[src/rtl/vga_sync_pkg.sv]
// Shared 640x480@60 Hz VGA timing definitions, used by vga_sync and the pixel/text generators.
package vga_sync_pkg;

    localparam int COORD_W = 10;
    typedef logic [COORD_W-1:0] coord_t;

    localparam int TICK_DIV  = 4;
    localparam int H_DISPLAY = 640;
    localparam int H_FRONT   = 16;
    localparam int H_SYNC    = 96;
    localparam int H_BACK    = 48;
    localparam int V_DISPLAY = 480;
    localparam int V_FRONT   = 10;
    localparam int V_SYNC    = 2;
    localparam int V_BACK    = 33;

    localparam int H_TOTAL      = H_DISPLAY + H_FRONT + H_SYNC + H_BACK;
    localparam int V_TOTAL      = V_DISPLAY + V_FRONT + V_SYNC + V_BACK;
    localparam int H_SYNC_START = H_DISPLAY + H_FRONT;
    localparam int H_SYNC_END   = H_SYNC_START + H_SYNC - 1;
    localparam int V_SYNC_START = V_DISPLAY + V_FRONT;
    localparam int V_SYNC_END   = V_SYNC_START + V_SYNC - 1;

    function automatic logic in_window(coord_t v, int lo, int hi);
        return (int'(v) >= lo) && (int'(v) <= hi);
    endfunction

endpackage

[src/rtl/vga_sync_if.sv]
// Timing bundle from vga_sync to the colour mux and pixel generators.
interface vga_sync_if;
    import vga_sync_pkg::coord_t;

    logic   p_tick;
    logic   hsync;
    logic   vsync;
    logic   video_on;
    coord_t pixel_x;
    coord_t pixel_y;

    modport master (output p_tick, hsync, vsync, video_on, pixel_x, pixel_y);
    modport slave  (input  p_tick, hsync, vsync, video_on, pixel_x, pixel_y);

endinterface

[src/rtl/vga_sync_pixel_tick_gen.sv]
// Divide-by-TICK_DIV pixel enable: p_tick is a registered one-clk pulse every TICK_DIV clks.
module vga_sync_pixel_tick_gen #(
    parameter int TICK_DIV = vga_sync_pkg::TICK_DIV
) (
    input  logic clk,
    input  logic reset,
    output logic p_tick
);

    localparam int DIV_W = (TICK_DIV > 1) ? $clog2(TICK_DIV) : 1;
    localparam logic [DIV_W-1:0] DIV_LAST = DIV_W'(TICK_DIV - 1);

    logic [DIV_W-1:0] div_q, div_d;
    logic             p_tick_q, p_tick_d;

    // NOTE: every signal assigned in always_comb gets a value on every path, so no latch is inferred.
    always_comb begin
        div_d    = (div_q == DIV_LAST) ? '0 : div_q + DIV_W'(1);
        p_tick_d = (div_q == DIV_LAST);
    end

    // NOTE: sequential state uses non-blocking assignments so all flops sample the same pre-edge values.
    always_ff @(posedge clk or posedge reset) begin
        if (reset) begin
            div_q    <= '0;
            p_tick_q <= 1'b0;
        end else begin
            div_q    <= div_d;
            p_tick_q <= p_tick_d;
        end
    end

    assign p_tick = p_tick_q;

endmodule

[src/rtl/vga_sync.sv]
// VGA raster timing: pixel/line counters advanced by p_tick, registered hsync/vsync, video_on decode.
module vga_sync
    import vga_sync_pkg::coord_t;
    import vga_sync_pkg::in_window;
#(
    parameter int TICK_DIV  = vga_sync_pkg::TICK_DIV,
    parameter int H_DISPLAY = vga_sync_pkg::H_DISPLAY,
    parameter int H_FRONT   = vga_sync_pkg::H_FRONT,
    parameter int H_SYNC    = vga_sync_pkg::H_SYNC,
    parameter int H_BACK    = vga_sync_pkg::H_BACK,
    parameter int V_DISPLAY = vga_sync_pkg::V_DISPLAY,
    parameter int V_FRONT   = vga_sync_pkg::V_FRONT,
    parameter int V_SYNC    = vga_sync_pkg::V_SYNC,
    parameter int V_BACK    = vga_sync_pkg::V_BACK
) (
    input  logic       clk,
    input  logic       reset,
    vga_sync_if.master vif
);

    localparam int     H_TOTAL  = H_DISPLAY + H_FRONT + H_SYNC + H_BACK;
    localparam int     V_TOTAL  = V_DISPLAY + V_FRONT + V_SYNC + V_BACK;
    localparam int     HS_START = H_DISPLAY + H_FRONT;
    localparam int     HS_END   = HS_START + H_SYNC - 1;
    localparam int     VS_START = V_DISPLAY + V_FRONT;
    localparam int     VS_END   = VS_START + V_SYNC - 1;
    localparam coord_t X_LAST   = coord_t'(H_TOTAL - 1);
    localparam coord_t Y_LAST   = coord_t'(V_TOTAL - 1);

    logic   p_tick;
    coord_t x_q, x_d, y_q, y_d;
    logic   hsync_q, hsync_d, vsync_q, vsync_d;

    vga_sync_pixel_tick_gen #(.TICK_DIV(TICK_DIV)) u_tick (
        .clk    (clk),
        .reset  (reset),
        .p_tick (p_tick)
    );

    always_comb begin
        x_d = x_q;
        y_d = y_q;
        if (p_tick) begin
            if (x_q == X_LAST) begin
                x_d = '0;
                y_d = (y_q == Y_LAST) ? '0 : y_q + coord_t'(1);
            end else begin
                x_d = x_q + coord_t'(1);
            end
        end
        // Syncs decode the next-state counters so the registered pulses line up with pixel_x/pixel_y.
        hsync_d = !in_window(x_d, HS_START, HS_END);
        vsync_d = !in_window(y_d, VS_START, VS_END);
    end

    always_ff @(posedge clk or posedge reset) begin
        if (reset) begin
            x_q     <= '0;
            y_q     <= '0;
            hsync_q <= 1'b1;
            vsync_q <= 1'b1;
        end else begin
            x_q     <= x_d;
            y_q     <= y_d;
            hsync_q <= hsync_d;
            vsync_q <= vsync_d;
        end
    end

    assign vif.p_tick   = p_tick;
    assign vif.hsync    = hsync_q;
    assign vif.vsync    = vsync_q;
    assign vif.pixel_x  = x_q;
    assign vif.pixel_y  = y_q;
    assign vif.video_on = (int'(x_q) < H_DISPLAY) && (int'(y_q) < V_DISPLAY);

endmodule
[src/flat_wrapper.sv]
// flat-port wrapper written by rule: the top's interface ports become plain ports
module vga_sync_flat import vga_sync_pkg::coord_t; import vga_sync_pkg::in_window;
#(
    parameter int TICK_DIV  = vga_sync_pkg::TICK_DIV,
    parameter int H_DISPLAY = vga_sync_pkg::H_DISPLAY,
    parameter int H_FRONT   = vga_sync_pkg::H_FRONT,
    parameter int H_SYNC    = vga_sync_pkg::H_SYNC,
    parameter int H_BACK    = vga_sync_pkg::H_BACK,
    parameter int V_DISPLAY = vga_sync_pkg::V_DISPLAY,
    parameter int V_FRONT   = vga_sync_pkg::V_FRONT,
    parameter int V_SYNC    = vga_sync_pkg::V_SYNC,
    parameter int V_BACK    = vga_sync_pkg::V_BACK
)
  (clk, reset, vif_p_tick, vif_hsync, vif_vsync, vif_video_on, vif_pixel_x, vif_pixel_y);
  vga_sync_if vif_i ();
  input  logic clk;
  input  logic reset;
  output wire logic [$bits(vif_i.p_tick)-1:0] vif_p_tick;
  output wire logic [$bits(vif_i.hsync)-1:0] vif_hsync;
  output wire logic [$bits(vif_i.vsync)-1:0] vif_vsync;
  output wire logic [$bits(vif_i.video_on)-1:0] vif_video_on;
  output wire logic [$bits(vif_i.pixel_x)-1:0] vif_pixel_x;
  output wire logic [$bits(vif_i.pixel_y)-1:0] vif_pixel_y;
  assign vif_p_tick = vif_i.p_tick;
  assign vif_hsync = vif_i.hsync;
  assign vif_vsync = vif_i.vsync;
  assign vif_video_on = vif_i.video_on;
  assign vif_pixel_x = vif_i.pixel_x;
  assign vif_pixel_y = vif_i.pixel_y;
  vga_sync #(.TICK_DIV(TICK_DIV), .H_DISPLAY(H_DISPLAY), .H_FRONT(H_FRONT), .H_SYNC(H_SYNC), .H_BACK(H_BACK), .V_DISPLAY(V_DISPLAY), .V_FRONT(V_FRONT), .V_SYNC(V_SYNC), .V_BACK(V_BACK)) u_core (.clk(clk), .reset(reset), .vif(vif_i));
endmodule
[config.mk]
export PLATFORM = sky130hd
export DESIGN_NAME = vga_sync_flat
export DESIGN_NICKNAME = d
export VERILOG_FILES = /design/src/rtl/vga_sync_pkg.sv /design/src/rtl/vga_sync_if.sv /design/src/rtl/vga_sync_pixel_tick_gen.sv /design/src/rtl/vga_sync.sv /design/src/flat_wrapper.sv
export SDC_FILE = /design/constraint.sdc
export NUM_CORES = 1
export LEC_CHECK = 0
export BUFFER_PORTS_ARGS = -buffer_cell sky130_fd_sc_hd__buf_2
export CAP_MARGIN = 30
export CORE_MARGIN = 2
export CORE_UTILIZATION = 46
export CTS_CLUSTER_DIAMETER = 120
export DETAILED_ROUTE_END_ITERATION = 16
export MAX_ROUTING_LAYER = met4
export PLACE_DENSITY = 0.76
export SYNTH_ARGS = -nofsm -noshare
export SYNTH_HDL_FRONTEND = slang
export SYNTH_HIERARCHICAL = 1
export SYNTH_SLANG_ARGS = --single-unit
[constraint.sdc]
create_clock -name clk -period 2.5 [get_ports clk]
set_input_delay 0.5 -clock clk [delete_from_list [all_inputs] [get_ports clk]]
set_output_delay 0.5 -clock clk [all_outputs]
set_load 0.01 [all_outputs]
# Word level (Yosys, flattened, before mapping)
# Index checks and enable logic that the tools add are counted.
dict set report op_classes {
  n_lt_le_gt_ge 6
  n_eq_ne 3
  mux 6
  addsub 3
  n_reduce_logical 5
}
# cell count
set op_table {}
lappend op_table {{$mux W10} 5}
lappend op_table {{$add A10 B1 Y10 const B} 2}
lappend op_table {{$eq A10 B10 Y1 const B} 2}
lappend op_table {{$ge A10 B10 Y1 const B} 1}
lappend op_table {{$ge A10 B9 Y1 const B} 1}
lappend op_table {{$le A10 B10 Y1 const B} 1}
lappend op_table {{$le A10 B9 Y1 const B} 1}
lappend op_table {{$lt A10 B10 Y1 const B} 1}
lappend op_table {{$lt A10 B9 Y1 const B} 1}
lappend op_table {{$logic_and A1 B1 Y1} 3}
lappend op_table {{$add A2 B1 Y2 const B} 1}
lappend op_table {{$eq A2 B2 Y1 const B} 1}
lappend op_table {{$logic_not A1 Y1} 2}
lappend op_table {{$mux W2} 1}
dict set report word_totals {
  regBits 25
  output_inout_bits 24
  wordCells 29
  in_bits 2
}

# Depth between registers and ports, before layout
dict set report depth {
  depth_word 7
  ltp_mapped 7
  mapped_depth_nobuf 7
}

# Cells and area by module
# The synthesis kept the hierarchy.
# module n_inst area_each_um2 seq_area_each_um2 cells_each
set modules_own_cells {}
lappend modules_own_cells {vga_sync 1 1256.2 553.0 134}
lappend modules_own_cells {vga_sync_pixel_tick_gen 1 95.1 75.1 6}

# Least setup slack after synthesis
# OpenSTA, ideal clock, no wires.
dict set report synth_path {
  path_type {reg2reg}
  start {register u_core.x_q[5], in the netlist u_core/vif.pixel_x[5]}
  end {register u_core.vsync_q, in the netlist u_core/vif.vsync}
  arrival_time_ns 1.767
  path_stages_with_launch 6
  setup_ns 0.091
  path_slack_ns 0.641
  required_time_ns 2.409
  n_path_buf 0
  synth_period_minus_slack_ns 1.859
  cell_sequence {dfrtp_1 -> or4b_4 -> nor4_4 -> o21ai_1 -> nor3b_1 -> nand4_1}
}
dict set report synth_between {
  elab_chain_len 6
  word_cells_on_any_way 7
  cone_classes {order compare: 2; eq/ne: 1; mux: 2; reduce/logical: 2}
}
# element line
set synth_rtl {}
lappend synth_rtl {{start, declared} vga_sync.sv:31} ;# coord_t x_q, x_d, y_q, y_d;
lappend synth_rtl {{start signal, assigned} vga_sync.sv:58} ;# x_q <= '0;
lappend synth_rtl {{start signal, assigned} vga_sync.sv:63} ;# x_q <= x_d;
lappend synth_rtl {{$eq A10 B10 Y1 *} vga_sync.sv:44} ;# if (x_q == X_LAST) begin
lappend synth_rtl {{$mux W10 *} vga_sync.sv:44}
lappend synth_rtl {{$mux W10 *} vga_sync.sv:43} ;# if (p_tick) begin
lappend synth_rtl {{$ge A10 B9 Y1 / $le A10 B9 Y1 (equally long branches)} vga_sync_pkg.sv:25} ;# return (int'(v) >= lo) && (int'(v) <= hi);
lappend synth_rtl {{$logic_and A1 B1 Y1 *} vga_sync_pkg.sv:25}
lappend synth_rtl {{$logic_not A1 Y1 *} vga_sync.sv:53} ;# vsync_d = !in_window(y_d, VS_START, VS_END);
lappend synth_rtl {{net u_core.vsync_d} vga_sync.sv:32} ;# logic hsync_q, hsync_d, vsync_q, vsync_d;
lappend synth_rtl {{end signal, assigned} vga_sync.sv:66} ;# vsync_q <= vsync_d;
lappend synth_rtl {{end, declared} vga_sync.sv:32}
# The timed path passes the listed nets; every way through them passes the cells marked *.

# Worst setup path in the final report
dict set report layout_path {
  start {register u_core.x_q[6], in the netlist u_core/vif.pixel_x[6]}
  end {register u_core.vsync_q, in the netlist u_core/vif.vsync}
}
# Same word-level chain as after synthesis.

==> Implementation_results.wiki <==
{| class="wikitable"
! Metric !! Value
|-
| Final Instance Area || 1530 um^2
|-
| Clock tree from TritonCTS || yes
|-
| Peak ir drop on the vdd network || 0.427 mV
|-
| Number of synthesis warnings || 6
|-
| Buffer type at the clock tree root || sky130_fd_sc_hd__clkbuf_4
|-
| RR Startpoint || u_core/vif.pixel_x[6]$_DFF_PP0_
|-
| Final WL || 2880 um
|-
| Number of enable flip-flop cells after synthesis || 0
|-
| Routed metal-1 wire length || 1350 um
|-
| Buffers added on ports || 25
|-
| R2R Setup Slk || 0.31 ns
|-
| Type of element launching the critical path || register
|-
| Average cell area after synthesis || 9.65 um^2
|-
| Clock slew at reported path FFs || 0.13 ns
|-
| Vias in the first global route || 1041
|-
| Die boundary height || 58.2 um
|-
| RSZ-0062 raised after global routing || no
|-
| Remaining routing DRC violations || 0
|-
| Final nets || 172
|-
| Congestion Overflow GR || 0
|-
| Syn nets || 146
|-
| Finished Layout Cells || 196
|-
| Buffers inserted during post-CTS setup optimization || 0
|-
| Number of synthesized register bits || 25
|-
| Total length of routed met2 wires || 1350 um
|-
| H-tree depth || 1
|-
| Largest net degree at the start of global routing || 23
|-
| Proportion of layout cells with a drive suffix above 1 || 21.8%
|-
| Core area || 2780 um^2
|-
| Drt initial violations || 63
|-
| Uppermost signal routing layer after detailed routing || met4
|-
| Average vias per placed instance || 5.90
|-
| Routed wire length per instance || 14.7 um
|-
| Clock tree skew after final layout || 0.00470 ns
|-
| Number of library cell types mapped by synthesis || 38
|-
| Post-synthesis async set-or-reset flop share || 100%
|-
| Capture point of the worst path || u_core/vif.vsync$_DFF_PP1_
|-
| Final hold violation count || 0
|-
| Summed instance area of the synthesized netlist || 1350 um^2
|-
| Number of buffers added by the clock tree synthesis step || 3
|-
| Clock Path Buffers || 2
|-
| Cts hold-fix bufs || 0
|-
| Number of standard cells after synthesis || 140
|-
| Count of TritonRoute iterations in the first routing pass || 4
|-
| Highest clock rate || 0.457 GHz
|-
| Sequential share of the synthesized area || 46.5%
|-
| Critical Path Fanout Max || 13
|-
| Number of placement rows || 19
|-
| Num Clock Sinks || 25
|-
| Number of inserted diodes || 0
|-
| Number of antenna-violating nets in the routed design || 0
|-
| Final clock period utilization by the worst path || 87.5%
|-
| Wire length of the first global-routing pass || 4890 um
|-
| Worst Setup SP || u_core/vif.pixel_x[6]$_DFF_PP0_
|-
| Maximum Capacitance Violations || 0
|-
| Status || finished, final reports clean
|-
| Initial standard-cell utilization of the core || 48.6%
|-
| Cell type with the largest total area after synthesis || sky130_fd_sc_hd__dfrtp_1
|-
| Via count || 1156
|-
| Leak pwr || 0.000747 uW
|-
| Clock insertion delay at the later pin of the skew report || 0.32 ns
|-
| Number of cells on the worst reg-to-reg path || 5
|-
| Max transition margin || 45.6%
|-
| Number of antenna violations at the first check in global routing || 0
|-
| HPWL Detailed || 2090 um
|-
| Post-route minimum period || 2.19 ns
|-
| Critical setup path kind || reg -> reg
|-
| Overall die width || 58.2 um
|-
| # IOs || 26
|-
| Number of filler cells placed in the layout || 259
|-
| Total placed instance area || 1500 um^2
|-
| Post-synth top area share || 42.6%
|-
| Capture point of the worst reg-to-reg path || u_core/vif.vsync$_DFF_PP1_
|-
| Dpl cells || 192
|-
| Count of final setup violators || 0
|-
| Power density cells || 390 nW/um^2
|-
| Worst endpoint data arrival time || 2.44 ns
|-
| Total count of max-transition violations in the final report || 0
|-
| Layout Area Growth over Synthesis || 13.0%
|-
| Global Route Usage Sum || 19.2%
|-
| Weighted congestion reported at the end of routability-driven placement || 0.813
|-
| Type of the worst min-delay path || in -> async
|-
| Post-Route Setup TNS || 0 ns
|-
| DIE AREA || 3390 um^2
|-
| Critical Path End Type || register
|-
| Post-cts gate resize count || 0
|-
| Top FF cell, synth || sky130_fd_sc_hd__dfrtp_1
|-
| Total chip power || 595 uW
|-
| Worst path required time || 2.75 ns
|-
| Worst Max-Slew Pin Slew || 0.815 ns
|-
| Met3 routed wirelength || 167 um
|-
| Largest cells by area after synthesis || sky130_fd_sc_hd__dfrtp_1, sky130_fd_sc_hd__nand3_1, sky130_fd_sc_hd__o21ai_0
|}
state kept, by name, indices dropped and copies added (netlist names):
register,flops
u_core/vif.pixel_x,10
u_core/vif.pixel_y,10
u_core/u_tick/div_q,2
u_core/u_tick/p_tick,1
u_core/vif.hsync,1
u_core/vif.vsync,1
worst min-delay path by stage:
stage          startpoint  slack, ns                          endpoint  cells past startpoint
6_report            reset       0.02    u_core/u_tick/p_tick$_DFF_PP0_                      2
2_1_floorplan       reset       0.25  u_core/u_tick/div_q[0]$_DFF_PP0_                      1
3_5_place_dp        reset       0.38    u_core/u_tick/p_tick$_DFF_PP0_                      2
4_1_cts             reset       0.01    u_core/u_tick/p_tick$_DFF_PP0_                      2
5_1_grt             reset       0.01    u_core/u_tick/p_tick$_DFF_PP0_                      2
3_3_place_gp        reset       0.37    u_core/u_tick/p_tick$_DFF_PP0_                      2
critical path: stages (launching register included):
cell and delay, ns:
sky130_fd_sc_hd__dfrtp_1 0.48, sky130_fd_sc_hd__nor3b_1 0.37, sky130_fd_sc_hd__nand4_1 0.48, sky130_fd_sc_hd__or3_1 0.52, sky130_fd_sc_hd__a21oi_1 0.16, sky130_fd_sc_hd__nand4_1 0.12
final cells by class:
cell class | instances | area, um^2 | area share, %
clock buffer | 4 | 26.3 | 1.72
inverter | 10 | 37.5 | 2.46
tap | 31 | 38.8 | 2.54
multi-input combinational | 101 | 671 | 43.9
timing repair buffer | 25 | 125 | 8.20
sequential | 25 | 628 | 41.1
per-layer routing:
metal	track usage, %	vias up
li1	-	551
met1	26.7	557
met2	28.9	46
met3	4.91	2
met4	2.99	0
met5	-	-
report_power, final:
part	switching [uW]	internal (uW)
Sequential	0	405
Clock	119	62.4
Combinational	7.64	0.766
metrics by stage:
step / util [%] / setup WS, ns / hold slack (ns)
2_1_floorplan: - / 0.641 / 0.254
3_3_place_gp: 53.9 / 0.504 / 0.370
3_5_place_dp: 53.9 / 0.358 / 0.377
4_1_cts: 54.9 / 0.327 / 0.0126
5_1_grt: 54.9 / 0.0563 / 0.0106
6_report: 54.9 / 0.312 / 0.0243
synth_stat cells (all sizes together), types with 2 or more instances:
| cell type | n |
|---|---|
| a221oi | 2 |
| nand3 | 12 |
| inv | 10 |
| xnor2 | 4 |
| or3 | 3 |
| nand2 | 11 |
| and3 | 6 |
| clkbuf | 4 |
| nor2 | 8 |
| xor2 | 6 |
| dfstp | 2 |
| dfrtp | 23 |
| a21oi | 3 |
| o21ai | 12 |
| a31oi | 2 |
| ha | 4 |
| nor3 | 3 |
| nand4 | 7 |
| nor3b | 3 |
cells in the final DEF, fill, tap and decap left out, types with 6 or more instances in the layout:
master / count
sky130_fd_sc_hd__buf_2: 25
sky130_fd_sc_hd__nand3_1: 11
sky130_fd_sc_hd__nand4_1: 7
sky130_fd_sc_hd__inv_1: 10
sky130_fd_sc_hd__nor2_1: 8
sky130_fd_sc_hd__nand2_1: 11
sky130_fd_sc_hd__dfrtp_1: 23
sky130_fd_sc_hd__and3_1: 6
sky130_fd_sc_hd__xor2_1: 6
sky130_fd_sc_hd__o21ai_0: 11
kinds of logic after synthesis:
family                   Yosys count  synth area share [%]
XOR/XNOR                          10                  7.04
multiplexers                       1                 0.741
AO/OA/AOI/OAI                     25                  11.6
adder cells (fa/ha/maj)            4                  3.70
flip-flops                        25                  46.5
AND/OR/NAND/NOR                   61                  26.6
buffers and inverters             14                  3.89
Note: power is estimated with default switching activity, not from simulation.
